==> config.mk <==
export PLATFORM = sky130hd
export DESIGN_NAME = uart_rx_framer
export DESIGN_NICKNAME = d
export VERILOG_FILES = /design/src/rtl/uart_rx_framer.sv
export SDC_FILE = /design/constraint.sdc
export NUM_CORES = 1
export LEC_CHECK = 0
export BUFFER_PORTS_ARGS = -buffer_cell sky130_fd_sc_hd__clkbuf_2
export CAP_MARGIN = 20
export CORE_ASPECT_RATIO = 2
export CORE_UTILIZATION = 30
export CTS_BUF_LIST = sky130_fd_sc_hd__clkbuf_4 sky130_fd_sc_hd__clkbuf_8
export CTS_CLUSTER_SIZE = 14
export DETAILED_ROUTE_END_ITERATION = 16
export PLACE_DENSITY = 0.46
export SLEW_MARGIN = 20
export SYNTH_ARGS = -nofsm -noshare
export SYNTH_HDL_FRONTEND = slang
export SYNTH_SLANG_ARGS = --single-unit
==> constraint.sdc <==
create_clock -name clk -period 2.2 [get_ports clk]
set_clock_uncertainty 0.1 [all_clocks]
set_input_delay 0.66 -clock clk [delete_from_list [all_inputs] [get_ports clk]]
set_output_delay 0.66 -clock clk [all_outputs]
set_load 0.05 [all_outputs]
==> src/rtl/uart_rx_framer.sv <==
// ============================================================================
// uart_rx_framer : 8N1-style serial receive framer with a valid/ready holding register
// Revision: 1.0
// ============================================================================
`default_nettype none

module uart_rx_framer #(
  parameter int CLK_DIV   = 16,
  parameter int DATA_BITS = 8
) (
  input  logic                 clk,
  input  logic                 rst,
  input  logic                 rx_serial_in,
  output logic [DATA_BITS-1:0] rx_data_out,
  output logic                 rx_valid,
  input  logic                 rx_ready,
  output logic                 frame_err,
  output logic                 overrun,
  output logic                 busy
);

  localparam int CNT_W = $clog2(CLK_DIV);
  localparam int IDX_W = $clog2(DATA_BITS) + 1;

  localparam logic [CNT_W-1:0] CNT_HALF = CNT_W'(CLK_DIV / 2 - 1);
  localparam logic [CNT_W-1:0] CNT_LAST = CNT_W'(CLK_DIV - 1);
  localparam logic [CNT_W-1:0] CNT_ONE  = CNT_W'(1);
  localparam logic [IDX_W-1:0] IDX_LAST = IDX_W'(DATA_BITS - 1);
  localparam logic [IDX_W-1:0] IDX_ONE  = IDX_W'(1);

  localparam logic [2:0] S_IDLE      = 3'd0;
  localparam logic [2:0] S_START     = 3'd1;
  localparam logic [2:0] S_DATA      = 3'd2;
  localparam logic [2:0] S_STOP      = 3'd3;
  localparam logic [2:0] S_WAIT_HIGH = 3'd4;

  logic [1:0]           r_sync;
  logic [2:0]           r_state;
  logic [CNT_W-1:0]     r_cnt;
  logic [IDX_W-1:0]     r_idx;
  logic [DATA_BITS-1:0] r_shift;
  logic [DATA_BITS-1:0] r_data;
  logic                 r_valid;
  logic                 r_ferr;
  logic                 r_ovr;

  logic w_rxs;
  logic w_deliver;

  assign w_rxs     = r_sync[1];
  assign w_deliver = (r_state == S_STOP) && (r_cnt == CNT_LAST) && w_rxs;

  // Framing state machine; cnt restarts from zero on every state entry.
  always_ff @(posedge clk) begin
    if (rst) begin
      r_sync  <= 2'b11;
      r_state <= S_IDLE;
      r_cnt   <= '0;
      r_idx   <= '0;
      r_shift <= '0;
      r_ferr  <= 1'b0;
    end else begin
      r_sync <= {r_sync[0], rx_serial_in};
      r_ferr <= 1'b0;
      case (r_state)
        S_IDLE: begin
          r_cnt <= '0;
          if (!w_rxs) r_state <= S_START;
        end
        S_START: begin
          if (r_cnt == CNT_HALF) begin
            r_cnt   <= '0;
            r_idx   <= '0;
            r_state <= w_rxs ? S_IDLE : S_DATA;
          end else begin
            r_cnt <= r_cnt + CNT_ONE;
          end
        end
        S_DATA: begin
          if (r_cnt == CNT_LAST) begin
            r_cnt   <= '0;
            // Right shift: after DATA_BITS samples the first bit sits in the LSB.
            r_shift <= {w_rxs, r_shift[DATA_BITS-1:1]};
            r_idx   <= r_idx + IDX_ONE;
            if (r_idx == IDX_LAST) r_state <= S_STOP;
          end else begin
            r_cnt <= r_cnt + CNT_ONE;
          end
        end
        S_STOP: begin
          if (r_cnt == CNT_LAST) begin
            r_cnt <= '0;
            if (w_rxs) begin
              r_state <= S_IDLE;
            end else begin
              r_ferr  <= 1'b1;
              r_state <= S_WAIT_HIGH;
            end
          end else begin
            r_cnt <= r_cnt + CNT_ONE;
          end
        end
        S_WAIT_HIGH: begin
          r_cnt <= '0;
          if (w_rxs) r_state <= S_IDLE;
        end
        default: begin
          r_cnt   <= '0;
          r_state <= S_IDLE;
        end
      endcase
    end
  end

  // Holding register: a delivery coinciding with a consume replaces the byte.
  always_ff @(posedge clk) begin
    if (rst) begin
      r_data  <= '0;
      r_valid <= 1'b0;
      r_ovr   <= 1'b0;
    end else begin
      r_ovr <= 1'b0;
      if (w_deliver) begin
        if (!r_valid || rx_ready) begin
          r_data  <= r_shift;
          r_valid <= 1'b1;
        end else begin
          r_ovr <= 1'b1;
        end
      end else if (r_valid && rx_ready) begin
        r_valid <= 1'b0;
      end
    end
  end

  assign rx_data_out = r_data;
  assign rx_valid    = r_valid;
  assign frame_err   = r_ferr;
  assign overrun     = r_ovr;
  assign busy        = (r_state != S_IDLE);

endmodule

`default_nettype wire

Yosys cells after proc, flatten, opt, wreduce, memory -nomap -nowiden
Index checks and enable logic that the tools add are counted.
{ "word_totals": {"output_inout_bits": 12, "ff_bits": 32, "elab_cells": 65, "inputBits": 4} }
{ "op_classes": {"mux": 20, "addsub": 2, "eq_ne": 14, "bitwise_logic": 3, "n_reduce_logical": 17} }
{ "op_table": {"columns": ["op", "count"], "rows": [
  ["3-bit 2-to-1 mux", 7],
  ["4-bit 2-to-1 mux", 4],
  ["4-bit case mux with 2 select lines", 2],
  ["3-bit case mux with 5 select lines", 1],
  ["2-bit != test (second input constant)", 5],
  ["4-bit by 1-bit adder with 4-bit output (second input constant)", 2],
  ["4-bit by 3-bit equality test with 1-bit output (second input constant)", 2],
  ["3-bit by 2-bit equality test with 1-bit output (second input constant)", 2],
  ["2-bit AND reduction", 3],
  ["6-bit AND reduction", 1],
  ["1-bit 2-to-1 mux", 5],
  ["4-bit equality test (second input constant)", 1],
  ["2-bit by 1-bit != test with 1-bit output (second input constant)", 2],
  ["2-bit nonzero test", 2],
  ["2-bit OR reduction", 2],
  ["3-bit by 1-bit equality test with 1-bit output (second input constant)", 1],
  ["3-bit equality test (second input constant)", 1],
  ["1-bit logical AND", 3],
  ["3-bit zero test", 1],
  ["1-bit inverter", 3],
  ["3-bit AND reduction", 1],
  ["3-bit nonzero test", 1],
  ["3-bit OR reduction", 1],
  ["2-bit 2-to-1 mux", 1],
  ["other kinds (2)", 2]
]} }

Depth between registers and ports, before layout
{ "depth": {"depth_word": 5, "ltp_mapped": 6} }

Least setup slack after synthesis
OpenSTA, ideal clock, no wires.
{ "synth_path": {"kind": "reg-to-output", "start": "register r_state[1]", "end": "output busy", "path_buffers": 1, "t_required_ps": 1440, "t_arrival_ps": 1023, "path_stages_with_launch": 3, "setup_slack_ps": 417, "path_cell_list": "dfxtp_1 buf_2 or3_1"} }
{ "synth_via": {"elab_chain_len": 1} }
{ "synth_lines": {"columns": ["item", "line_no", "rtl"], "rows": [
  ["from (decl)", "38", "logic [2:0] r_state;"],
  ["from (signal assigned)", "74", "r_state <= w_rxs ? S_IDLE : S_DATA;"],
  ["3-bit nonzero test", "140", "assign busy = (r_state != S_IDLE);"],
  ["to (decl)", "19", "output logic busy"]
]} }
No other way between the ends.

Worst setup path in the final report
Ends and elaborated chain as after synthesis.

==> impl_metrics.tcl <==
set metrics [dict create \
    totalWireLength_um 2470 \
    synth_top_area_share 0.492 \
    start_util 0.315 \
    ys_warn_count 0 \
    rsz0062_at_grt "no" \
    grt_first_pass_wirelength_um 4080 \
    ys_seq_elements 32 \
    seq_power_share 0.536 \
    fin_ws_ps 115 \
    root_buffer "clkbuf_8" \
    first_pass_iters 4 \
    dieArea_sq_um 4630 \
    io_pins 16 \
    grt_max_degree 22 \
    drc 0 \
    via_per_inst 4.91 \
    post_cts_resized 0 \
    fp.dieH_um 95.2 \
    clock_power_share 0.437 \
    critPathKind "reg2out" \
    synth_area_leader_cell "dfxtp_1" \
    antenna_found_initial 0 \
    place_hpwl_um 1790 \
    final_hold_viol_count 0 \
    rows 33 \
    finalSetupTns_ps 0 \
    timing.hold.ws_ps 303 \
    finalNetCount 154 \
    synth-edff-count 0 \
    fillers 439 \
    slew_headroom 0.697 \
    die_w_um 48.6 \
    max-clock-path-buffers 2 \
    postRouteAntennaNets 0 \
    grtUsageTotal 0.119 \
    cts_sinks 32 \
    gp_congestion 0.751 \
    yosysSeqAreaShare 0.492 \
    p_leak_uw 0.000546 \
    crit_chain "or3_1 > clkbuf_2" \
    synthFlopType "dfxtp_1" \
    cts_buffers 5 \
    netlist_area_sq_um 1300 \
    synthArstFlopShare 0 \
    worst_slew_pin_slew_ps 453 \
    post-route-period-util 0.948 \
    numPortBuffers 15 \
    maxCapViolations 0 \
    p_int_uw 872 \
    cp.arrival_ps 1320 \
    avgSynthCellArea_sq_um 9.87 \
    p_sw_uw 221 \
    first_global_vias 922 \
    syn_nets 138 \
    ys_types 37 \
    post_cts_buffers 0 \
    sw_frac_of_total 0.202 \
    detail_route.wl_per_cell_um 12.3 \
    post-place-ws_ps 415 \
    cts_max_level 2 \
    synth_cells 132 \
    end_kind "primary output" \
    cts.reportedPaths.clkPinSlew_ps 70 \
    vias 987 \
    synth.area.top_cells "dfxtp_1 49%, mux2i_1 12%, nor2_1 5.8%" \
    drive_gt1_frac 0.208 \
    critical_path.slowest_cell "dfxtp_1" \
    pwr-share-comb 0.027 \
    grt.overflow.total 0 \
    p_per_area_nw_per_um2 720 \
    hold_path.class "reg2reg" \
    drt_iter0_drc 23 \
    antenna_cells 0 \
    run_status "finished clean" \
    place_inst 193 \
    holdBufCountCts 0 \
    final.min_clock_period_ps 2080 \
    insertion_delay_ps 280 \
    coreArea_sq_um 4130 \
    instances_no_fill 201 \
    cp.required_ps 1440 \
    drv_slew 0 \
    cp-start-kind "flop" \
    cts_tree "built" \
    timing.fmax_mhz 480 \
    r2r_slack_ps 420 \
    crit_path_max_fanout 15 \
    area_growth_pct 16.4 \
    ir_worst_vdd_uv 457 \
    setup_viol 0 \
    max_stage_delay_ps 450 \
]
[final timing paths]
path	startpoint	end	depth (start not counted)
worst max register to register	r_state[1]	r_state[2]	4
worst min register to register	r_sync[0]	r_sync[1]	1
worst min-delay path	r_sync[0]	r_sync[1]	1
worst max-delay path	r_state[1]	busy	2
[logic make-up after synthesis]
family | after synthesis | share of synthesized area
fa+ha+maj | 2 | 0.0192
simple gates | 50 | 0.207
flops | 32 | 0.492
xor+xnor | 3 | 0.0202
mux | 16 | 0.123
compound gates | 17 | 0.0941
buf+inv | 12 | 0.0442
[registers in the layout, summed over array words and instances (netlist names)]
name	cells
r_shift	8
frame_err	1
r_idx	4
r_state	3
r_sync	2
rx_valid	1
r_cnt	4
rx_data_out	8
overrun	1
[cell usage after synthesis, types with 3 or more instances]
library cell	n
a21oi_1	6
buf_2	4
clkbuf_1	3
dfxtp_1	32
inv_1	3
mux2i_1	16
nand2b_1	4
nand3_1	3
nor2_1	20
nor3_1	3
[power groups by stage]
stage	clock [uW]	combinational [uW]	sequential, uW
after global routing	520	31.9	586
after floorplan	0	24.0	596
after detailed placement	0	29.5	599
after CTS	500	29.7	586
after global placement	0	29.5	599
final	477	29.1	586
[metrics by stage]
step           total power (uW)   util  area (sq um)
3_5_place_dp                628  0.344          1420
3_3_place_gp                628  0.344          1420
6_report                   1090  0.367          1520
4_1_cts                    1120  0.367          1520
5_1_grt                    1140  0.367          1520
2_1_floorplan               620      -          1300
[area by class of cell]
type                       count  area (sq um)  area share
clock buffer                   8          97.6      0.0644
timing repair buffer          18          97.6      0.0644
inverter                       3          11.3     0.00743
tap                           52          65.1      0.0429
multi-input combinational     88           604       0.399
sequential                    32           641       0.422
[cell usage in the layout, fill, tap and decap left out, drive strengths merged, types with 2 or more instances in the layout]
cell type  Yosys  layout
nand2          3       3
dfxtp         32      32
a311oi         2       2
nor2b          2       2
ha             2       2
or3            2       2
or2            3       3
a21oi          6       6
buf            6       3
nand3          3       3
nor2          20      20
xor2           2       2
o211ai         2       2
inv            3       3
a211oi         2       2
nand2b         4       4
nand4          2       2
mux2i         16      16
nor3           3       3
nand3b         2       2
clkbuf         3      23
[critical path, delay by kind of cell (launching register included)]
family        cells  cell delay [ps]
flops             1              450
simple gates      1              360
buf+inv           1              240
[per-layer routing]
| metal | up-vias | track usage | routed length [um] |
|---|---|---|---|
| met4 | 0 | 0.0858 | 92 |
| met2 | 18 | 0.209 | 1270 |
| met3 | 9 | 0.0383 | 79 |
| met1 | 466 | 0.118 | 1030 |
| li1 | 494 | - | - |
| met5 | - | 0 | 0 |
No activity file was read; power rests on OpenSTA's default activity.
